**src/rtl/wb_riot_timer.sv**
```systemverilog
// 6532 RIOT slave for the console bus: two 8-bit I/O ports with direction registers
// and the INTIM/TIMINT interval timer, which counts 6502 cycles signalled by ready_i.

module wb_riot_port #(
  parameter int W = 8
) (
  input  logic         clk,
  input  logic         rst_n,
  input  logic         wr_out,
  input  logic         wr_ddr,
  input  logic [W-1:0] wdata,
  input  logic [W-1:0] pins,
  output logic [W-1:0] latch,
  output logic [W-1:0] ddr,
  output logic [W-1:0] rdata
);
  always_ff @(posedge clk or negedge rst_n) begin
    if (!rst_n) begin
      latch <= '0;
      ddr   <= '0;
    end else begin
      if (wr_out) latch <= wdata;
      if (wr_ddr) ddr   <= wdata;
    end
  end

  // Output bits read back the latch, input bits read the pins.
  assign rdata = (ddr & latch) | (~ddr & pins);
endmodule

module wb_riot_timer #(
  parameter int WB_ADDR_WIDTH = 7,
  parameter int WB_DATA_WIDTH = 8
) (
  input  logic                     clk_i,
  input  logic                     rst_i,
  input  logic                     stb_i,
  input  logic                     we_i,
  input  logic [WB_ADDR_WIDTH-1:0] adr_i,
  input  logic [WB_DATA_WIDTH-1:0] dat_i,
  output logic                     ack_o,
  output logic [WB_DATA_WIDTH-1:0] dat_o,
  input  logic                     ready_i,
  input  logic [7:0]               pa_i,
  input  logic [7:0]               pb_i,
  output logic [7:0]               pa_o,
  output logic [7:0]               pb_o,
  output logic [7:0]               pa_oe_o,
  output logic [7:0]               pb_oe_o,
  output logic                     irq_o
);
  localparam int NUM_PORTS = 2;
  localparam int PW        = 8;

  typedef struct packed {
    logic       rd;
    logic       wr;
    logic [4:0] reg_a;
    logic [7:0] wdata;
  } bus_req_t;

  bus_req_t req;
  logic     acc;
  logic     adr_unused;

  // An access is the cycle whose edge raises ack_o.
  assign acc        = stb_i & ~ack_o;
  assign adr_unused = ^adr_i[WB_ADDR_WIDTH-1:5];

  always_comb begin
    req.rd    = acc & ~we_i;
    req.wr    = acc & we_i;
    req.reg_a = adr_i[4:0];
    req.wdata = dat_i[7:0];
  end

  logic [NUM_PORTS-1:0][PW-1:0] pins, latch, ddr, prd;

  assign pins = {pb_i, pa_i};

  genvar p;
  generate
    for (p = 0; p < NUM_PORTS; p++) begin : g_port
      wb_riot_port #(.W(PW)) u_port (
        .clk    (clk_i),
        .rst_n  (rst_i),
        .wr_out (req.wr && req.reg_a == 5'(2*p)),
        .wr_ddr (req.wr && req.reg_a == 5'(2*p+1)),
        .wdata  (req.wdata),
        .pins   (pins[p]),
        .latch  (latch[p]),
        .ddr    (ddr[p]),
        .rdata  (prd[p])
      );
    end
  endgenerate

  assign pa_o    = latch[0];
  assign pb_o    = latch[1];
  assign pa_oe_o = ddr[0];
  assign pb_oe_o = ddr[1];

  logic [7:0] timer, timer_d;
  logic [9:0] prescale, prescale_d;
  logic [9:0] reload, reload_d;   // programmed interval minus one
  logic [9:0] sel_reload;
  logic       flag, flag_d, fast, fast_d;
  logic       tim_wr, intim_rd, underflow;
  logic [7:0] rdata;

  assign tim_wr   = req.wr && req.reg_a[4:2] == 3'b101;
  assign intim_rd = req.rd && req.reg_a == 5'h04;

  always_comb begin
    case (req.reg_a[1:0])
      2'd0:    sel_reload = 10'd0;
      2'd1:    sel_reload = 10'd7;
      2'd2:    sel_reload = 10'd63;
      default: sel_reload = 10'd1023;
    endcase
  end

  // Write beats tick; underflow beats the INTIM read's flag clear.
  always_comb begin
    timer_d    = timer;
    prescale_d = prescale;
    reload_d   = reload;
    flag_d     = flag;
    fast_d     = fast;
    underflow  = 1'b0;
    if (tim_wr) begin
      timer_d    = req.wdata;
      reload_d   = sel_reload;
      prescale_d = sel_reload;
      flag_d     = 1'b0;
      fast_d     = 1'b0;
    end else begin
      if (ready_i) begin
        if (prescale != '0 && !fast) begin
          prescale_d = prescale - 10'd1;
        end else begin
          timer_d    = timer - 8'd1;
          prescale_d = reload;
          underflow  = (timer == 8'h00);
        end
      end
      if (intim_rd) begin
        flag_d     = 1'b0;
        fast_d     = 1'b0;
        prescale_d = reload;
      end
      if (underflow) begin
        flag_d = 1'b1;
        fast_d = 1'b1;
      end
    end
  end

  always_comb begin
    case (req.reg_a)
      5'h00:   rdata = prd[0];
      5'h01:   rdata = ddr[0];
      5'h02:   rdata = prd[1];
      5'h03:   rdata = ddr[1];
      5'h04:   rdata = timer;
      5'h05:   rdata = {flag, 7'b0};
      default: rdata = 8'h00;
    endcase
  end

  always_ff @(posedge clk_i or negedge rst_i) begin
    if (!rst_i) begin
      ack_o    <= 1'b0;
      dat_o    <= '0;
      timer    <= 8'h00;
      prescale <= 10'd1023;
      reload   <= 10'd1023;
      flag     <= 1'b0;
      fast     <= 1'b0;
    end else begin
      ack_o    <= stb_i & ~ack_o;
      if (req.rd) dat_o <= rdata;
      timer    <= timer_d;
      prescale <= prescale_d;
      reload   <= reload_d;
      flag     <= flag_d;
      fast     <= fast_d;
    end
  end

  assign irq_o = flag;
endmodule

```
**config.mk**
```make
export PLATFORM = sky130hd
export DESIGN_NAME = wb_riot_timer
export DESIGN_NICKNAME = d
export VERILOG_FILES = /design/src/rtl/wb_riot_timer.sv
export SDC_FILE = /design/constraint.sdc
export NUM_CORES = 1
export LEC_CHECK = 0
export ABC_AREA = 1
export CAP_MARGIN = 20
export CORE_ASPECT_RATIO = 0.7
export CORE_MARGIN = 2
export CORE_UTILIZATION = 50
export CTS_BUF_LIST = sky130_fd_sc_hd__clkbuf_16
export DETAILED_ROUTE_END_ITERATION = 6
export PLACE_DENSITY = 0.79
export SKIP_CTS_REPAIR_TIMING = 1
export SLEW_MARGIN = 40
export SYNTH_ARGS = -nofsm -noshare
export SYNTH_HDL_FRONTEND = slang
export SYNTH_HIERARCHICAL = 1
export SYNTH_SLANG_ARGS = --single-unit
```
**constraint.sdc**
```tcl
create_clock -name clk_i -period 2.11 [get_ports clk_i]
set_input_delay 0.5275 -clock clk_i [delete_from_list [all_inputs] [get_ports clk_i]]
set_output_delay 0.5275 -clock clk_i [all_outputs]
set_load 0.02 [all_outputs]
```
# Yosys cells after proc, flatten, opt, wreduce, memory -nomap -nowiden
# Cells that the tools add are included.
[word_totals]
elab_cells = 65
in_bits = 36
register_bits = 70
[op_classes]
addsub = 2
n_mux = 15
reduce_logical = 16
bitwise_logic = 13
n_eq_ne = 9
[op_table]
columns = ["operator", "n"]
rows = [
  ["one-hot mux 8 bit (6 select lines)", 1],
  ["2-to-1 mux 10 bit", 4],
  ["AND 8 bit", 4],
  ["one-hot mux 10 bit (3 select lines)", 1],
  ["2-to-1 mux 8 bit", 3],
  ["inverter 8 bit", 2],
  ["OR 8 bit", 2],
  ["equality test 5 x 2 -> 1 bit, second input constant", 2],
  ["equality test 5 x 3 -> 1 bit, second input constant", 2],
  ["nonzero test 10 bit", 1],
  ["subtractor 10 x 1 -> 10 bit, second input constant", 1],
  ["logical NOT 8 bit", 1],
  ["subtractor 8 x 1 -> 8 bit, second input constant", 1],
  ["logical AND 1 bit", 7],
  ["2-to-1 mux 1 bit", 6],
  ["nonzero test 3 bit", 2],
  ["equality test 5 x 1 -> 1 bit, second input constant", 1],
  ["logical NOT 5 bit", 1],
  ["AND 1 bit", 3],
  ["equality test 3 bit, second input constant", 1],
  ["equality test 2 x 1 -> 1 bit, second input constant", 1],
  ["equality test 2 bit, second input constant", 1],
  ["logical NOT 2 bit", 1],
  ["inequality test 2 bit, second input constant", 1],
  ["other kinds (4)", 5],
]

# Logic depth before layout (Yosys ltp)
[depth]
depth_word = 7
depth_mapped = 11
depth_no_buf = 10

# Modules after synthesis
# The synthesis kept the hierarchy.
[by_module_without_submodules]
columns = ["mod", "cells_each", "n_inst", "seq_area_each_um2", "area_per_inst_um2"]
rows = [
  ["wb_riot_timer", 325, 1, 792.0, 2273.4],
  ["wb_riot_port", 100, 2, 400.4, 730.7],
]

# Worst setup path after synthesis
# No wires, ideal clock.
[synth_timing]
kind = "register -> register"
startpoint = "reg prescale[0]"
endpoint = "reg timer[6]"
path_stages_with_launch = 12
t_arrival_ns = 1.457
path_slack_ns = 0.531
setup_time_ns = 0.122
cell_sequence = "dfstp_2 inv_1 ha_1 nand2_2 nor2_4 nand2_4 nand2_2 nand2_4 nand2_4 buf_8 nand2_1 o21ai_2"
[synth_via]
elab_chain_cells = 4
[synth_rtl]
columns = ["element", "line_no", "source"]
rows = [
  ["from (decl)", "104", "logic [9:0] prescale, prescale_d;"],
  ["from (signal assigned)", "184", "prescale <= prescale_d;"],
  ["nonzero test 10 bit", "139", "if (prescale != '0 && !fast) begin"],
  ["logical AND 1 bit", "139", ""],
  ["inequality test 2 bit (no source line)", "n/a", ""],
  ["AND reduction 2 bit (no source line)", "n/a", ""],
  ["to (signal assigned)", "183", "timer <= timer_d;"],
  ["to (decl)", "103", "logic [7:0] timer, timer_d;"],
]
# No other way between the ends.
# A chain may end at the register's enable or synchronous reset.

# Worst setup path in the final report
[layout_timing]
startpoint = "reg g_port[0].u_port.ddr[7]"
endpoint = "out pa_oe_o[7]"
[layout_lines]
columns = ["element", "line_no", "source"]
rows = [
  ["from (decl)", "14", "output logic [W-1:0] ddr,"],
  ["from (signal assigned)", "23", "if (wr_ddr) ddr <= wdata;"],
  ["to (decl)", "48", "output logic [7:0] pa_oe_o,"],
]
# No word-level cell between the ends.

==> out/results.md <==
| Item | Value | Unit |
| --- | --- | --- |
| Part of the total power dissipated in combinational logic | 0.264 | - |
| Final hold viol count | 0 | - |
| MaxCap Viol Count | 0 | - |
| Mean Syn Cell Area | 7.114 | um2 |
| Chain of cells forming the critical path | clkdlybuf4s50_1 | - |
| Fin Hold WS | 0.1979 | ns |
| Main area contributors after synthesis | sky130_fd_sc_hd__dfrtp_1 34%, sky130_fd_sc_hd__nand2_1 26%, sky130_fd_sc_hd__dfstp_2 9.1%, sky130_fd_sc_hd__inv_1 4.1%, sky130_fd_sc_hd__nor2_1 4.0% | - |
| Filler Cells Inserted | 569 | - |
| Portion of the post-synthesis area used by sequential elements | 0.4265 | - |
| Crit path max-delay cell type | sky130_fd_sc_hd__clkdlybuf4s50_1 | - |
| Routed length per placed instance | 14.69 | um |
| Mapped Cells | 525 | - |
| Share of the synthesized netlist area taken by xor and xnor gates | 0.01642 | - |
| Headroom to the max-slew limit | 0.7107 | - |
| Category of the worst setup path capture point | output port | - |
| Tcrit/Tclk final | 0.9266 | - |
| Die width | 107.3 | um |
| Largest area contributor in the netlist | sky130_fd_sc_hd__dfrtp_1 | - |
| Port-buffer cells | 75 | - |
| Flop2flop setup slack | 0.36 | ns |
| Setup violators final | 0 | - |
| Yosys cell types | 36 | - |
| Setup TNS after final layout | 0 | ns |
| Overall Global Routing Usage | 0.2754 | - |
| Initial core utilization | 0.5148 | - |
| Flops & latches, synth | 63 | - |
| Core Area | 7254 | um2 |
| Setup Skew | 0.003533 | ns |
| Startpoint type of the worst setup path | flip-flop | - |
| Crit path largest cell delay | 0.64 | ns |
| Final global-route overflow total | 0 | - |
| Area of the mapped netlist | 3735 | um2 |
| DP Wirelength | 8067 | um |
| Signed area change from the synthesized netlist to the final layout | 33.74 | % |
| Clock latency of the later-clocked register in the worst-skew pair | 0.32 | ns |
| Wire length after detailed routing | 10710 | um |
| Via count of the first global-routing pass | 3438 | - |
| Status | complete, no violations | - |
| Arrival @ worst endpoint | 1.43 | ns |
| I/O pin total | 78 | - |
| Synth Area in Simple Gates | 0.4057 | - |
| Clock transition at the registers of the reported paths | 0.05 | ns |
| Power Internal | 2.837 | mW |
| Number of iterations in the first detailed-routing pass | 5 | - |
| Die Outline Area | 8188 | um2 |
| Final Max Tran Viols | 0 | - |
| Final net count | 665 | - |
| Sequential group share of total power | 0.403 | - |
| Maximum number of pins on one net before global-route repair | 64 | - |
| Min Tclk post-route | 1.955 | ns |
| Clock tree from TritonCTS | done | - |
| Critical setup path kind | flip-flop to output port | - |
| First-pass GRT wire length | 17370 | um |
| Power density relative to cell area | 838.2 | nW/um2 |
| Clock buffer depth | 2 | - |
| Fmax | 511.5 | MHz |
| Post-route DRC | 0 | - |
| Synth Area in Adders | 0.01005 | - |
| Clock Power Share | 0.333 | - |
| Cell at the root of the clock tree | sky130_fd_sc_hd__clkbuf_16 | - |
| Proportion of total power due to net switching | 0.3225 | - |
| Number of antenna violations at the first check in global routing | 0 | - |
| Number of cell rows | 26 | - |
| Yosys synthesis warning count | 6 | - |
| DRT antenna net count | 0 | - |
| Gp weighted congestion | 0.9365 | - |
| Worst Tran Pin Value | 0.4324 | ns |
| Proportion of netlist area held by the largest area contributor | 0.3350 | - |
| RSZ-0062 raised after global routing | false | - |
| Maximum fanout count along the critical path | 5 | - |
| CTS H-tree depth | 3 | - |
| Worst IR drop on VDD | 0.5217 | mV |
| Switching power summed over all nets | 1.350 | mW |
| Clock Sink Count | 63 | - |
| Multiplexer fraction of the synthesized cell area | 0 | - |
| CP Buf/Inv Count | 1 | - |
| Net count after synthesis | 564 | - |
| HP Class | input port to async pin | - |
| TritonCTS buffer count | 9 | - |
| Worst Path Required | 1.58 | ns |
| Count of vias placed by the detailed router | 3795 | - |
| Critical path's top delay family | buffers and inverters | - |
| Synth Area in Compound Gates | 0.06131 | - |
| Number of antenna repair diodes | 0 | - |
| Largest family of logic cells by synthesized area | simple AND/OR/NAND/NOR gates | - |
| Iteration-0 DRC count of the detailed router | 332 | - |
| Via density | 5.206 | - |
| Leakage Power | 2.523 | nW |
| Fraction of layout cells with a size suffix above 1 | 0.1442 | - |
| Die outline height | 76.31 | um |
routing by layer:
layer | track usage | vias to the layer above | share of wire
li1 | - | 1828 | -
met5 | 0 | - | 0
met3 | 0.05389 | 13 | 0.069
met1 | 0.4163 | 1791 | 0.47
met2 | 0.4095 | 163 | 0.45
met4 | 0.06234 | 0 | 0.0085
power by group through the flow:
stage / Clock [mW] / Sequential, mW / Combinational [mW]
2_1_floorplan: 0 / 1.73 / 0.605
3_3_place_gp: 0 / 1.69 / 1.05
3_5_place_dp: 0 / 1.70 / 1.09
4_1_cts: 1.41 / 1.68 / 1.10
5_1_grt: 1.47 / 1.72 / 1.22
6_report: 1.39 / 1.69 / 1.11
sequential cells by signal (all words and copies together) (netlist names):
register,cells
reload,3
ack_o,1
prescale,10
fast,1
timer,8
dat_o,8
g_port.u_port/latch,16
g_port.u_port/ddr,16
synthesized netlist by cell type:
library cell	count
sky130_fd_sc_hd__o22ai_1	1
sky130_fd_sc_hd__xnor2_1	4
sky130_fd_sc_hd__o21ai_1	3
sky130_fd_sc_hd__nand3_2	2
sky130_fd_sc_hd__nand3_4	2
sky130_fd_sc_hd__nor3_1	4
sky130_fd_sc_hd__a21oi_2	1
sky130_fd_sc_hd__nor2_1	40
sky130_fd_sc_hd__ha_1	3
sky130_fd_sc_hd__nor4_1	1
sky130_fd_sc_hd__buf_8	1
sky130_fd_sc_hd__o211ai_1	2
sky130_fd_sc_hd__buf_2	1
sky130_fd_sc_hd__buf_6	6
sky130_fd_sc_hd__nand2_2	3
sky130_fd_sc_hd__dfrtp_1	50
sky130_fd_sc_hd__nand4_1	5
sky130_fd_sc_hd__clkinv_1	1
sky130_fd_sc_hd__o21a_1	1
sky130_fd_sc_hd__nand4_2	1
sky130_fd_sc_hd__o21ai_2	5
sky130_fd_sc_hd__inv_1	41
sky130_fd_sc_hd__o21ai_0	15
sky130_fd_sc_hd__nand2_1	255
sky130_fd_sc_hd__inv_2	10
sky130_fd_sc_hd__nor2_2	5
sky130_fd_sc_hd__nor3_4	1
sky130_fd_sc_hd__inv_6	1
sky130_fd_sc_hd__dfstp_2	13
sky130_fd_sc_hd__nor2_4	3
sky130_fd_sc_hd__nand2_4	6
sky130_fd_sc_hd__nand3_1	23
sky130_fd_sc_hd__a22oi_1	1
sky130_fd_sc_hd__buf_4	1
sky130_fd_sc_hd__a21oi_1	10
sky130_fd_sc_hd__xor2_1	3
layout make-up:
cell class / instances / area, um2 / area share
Clock buffer: 9 / 225.2 / 0.04509
Clock inverter: 7 / 56.30 / 0.01127
Inverter: 53 / 203.9 / 0.04083
Multi-Input combinational cell: 400 / 1843 / 0.3690
Sequential cell: 63 / 1593 / 0.3189
Tap cell: 98 / 122.6 / 0.02455
Timing Repair Buffer: 99 / 950.9 / 0.1904
final timing paths:
kind                                          from                   endpoint  depth (start not counted)
min in group clk_i                       reload[2]                  reload[2]                          2
setup reg to reg                       prescale[0]                   timer[1]                         10
max in group asynchronous                    rst_i                prescale[6]                          2
hold reg to reg                          reload[2]                  reload[2]                          2
setup / recovery           g_port[0].u_port/ddr[7]                 pa_oe_o[7]                          1
hold / removal                               rst_i  g_port[0].u_port/latch[0]                          2
cell families after synthesis:
logic type	Yosys count
flip-flops	63
buffers and inverters	62
adder cells (fa/ha/maj)	3
AND/OR/NAND/NOR	351
XOR/XNOR	7
AO/OA/AOI/OAI	39
placed cells by master, fill, tap and decap left out, types with 4 or more instances in the layout:
cell type                         instances
sky130_fd_sc_hd__buf_4                   22
sky130_fd_sc_hd__dfrtp_1                 50
sky130_fd_sc_hd__a21oi_1                 10
sky130_fd_sc_hd__nand4_1                  5
sky130_fd_sc_hd__inv_1                   43
sky130_fd_sc_hd__o21ai_2                  5
sky130_fd_sc_hd__dfstp_2                 13
sky130_fd_sc_hd__o21ai_0                 15
sky130_fd_sc_hd__nor3_1                   4
sky130_fd_sc_hd__nand3_1                 23
sky130_fd_sc_hd__inv_2                   10
sky130_fd_sc_hd__nand2_4                  6
sky130_fd_sc_hd__nand2_1                255
sky130_fd_sc_hd__clkdlybuf4s50_1         74
sky130_fd_sc_hd__xnor2_1                  4
sky130_fd_sc_hd__clkbuf_16                9
sky130_fd_sc_hd__nor2_1                  40
sky130_fd_sc_hd__nor2_2                   5
per-stage QoR:
stage | setup slack (ns) | total power [mW] | cell area [um2] | util | std cells
finish | 0.1549 | 4.187 | 4995 | 0.6885 | 729
global route | 0.1133 | 4.414 | 4995 | 0.6885 | 729
CTS | 0.1656 | 4.198 | 4995 | 0.6885 | 729
detailed placement | -0.1091 | 2.785 | 4713 | 0.6497 | 713
global placement | -0.08441 | 2.737 | 4713 | 0.6497 | 713
floorplan | 0.5309 | 2.331 | 3735 | - | 525
(Power assumes the default switching activity.)
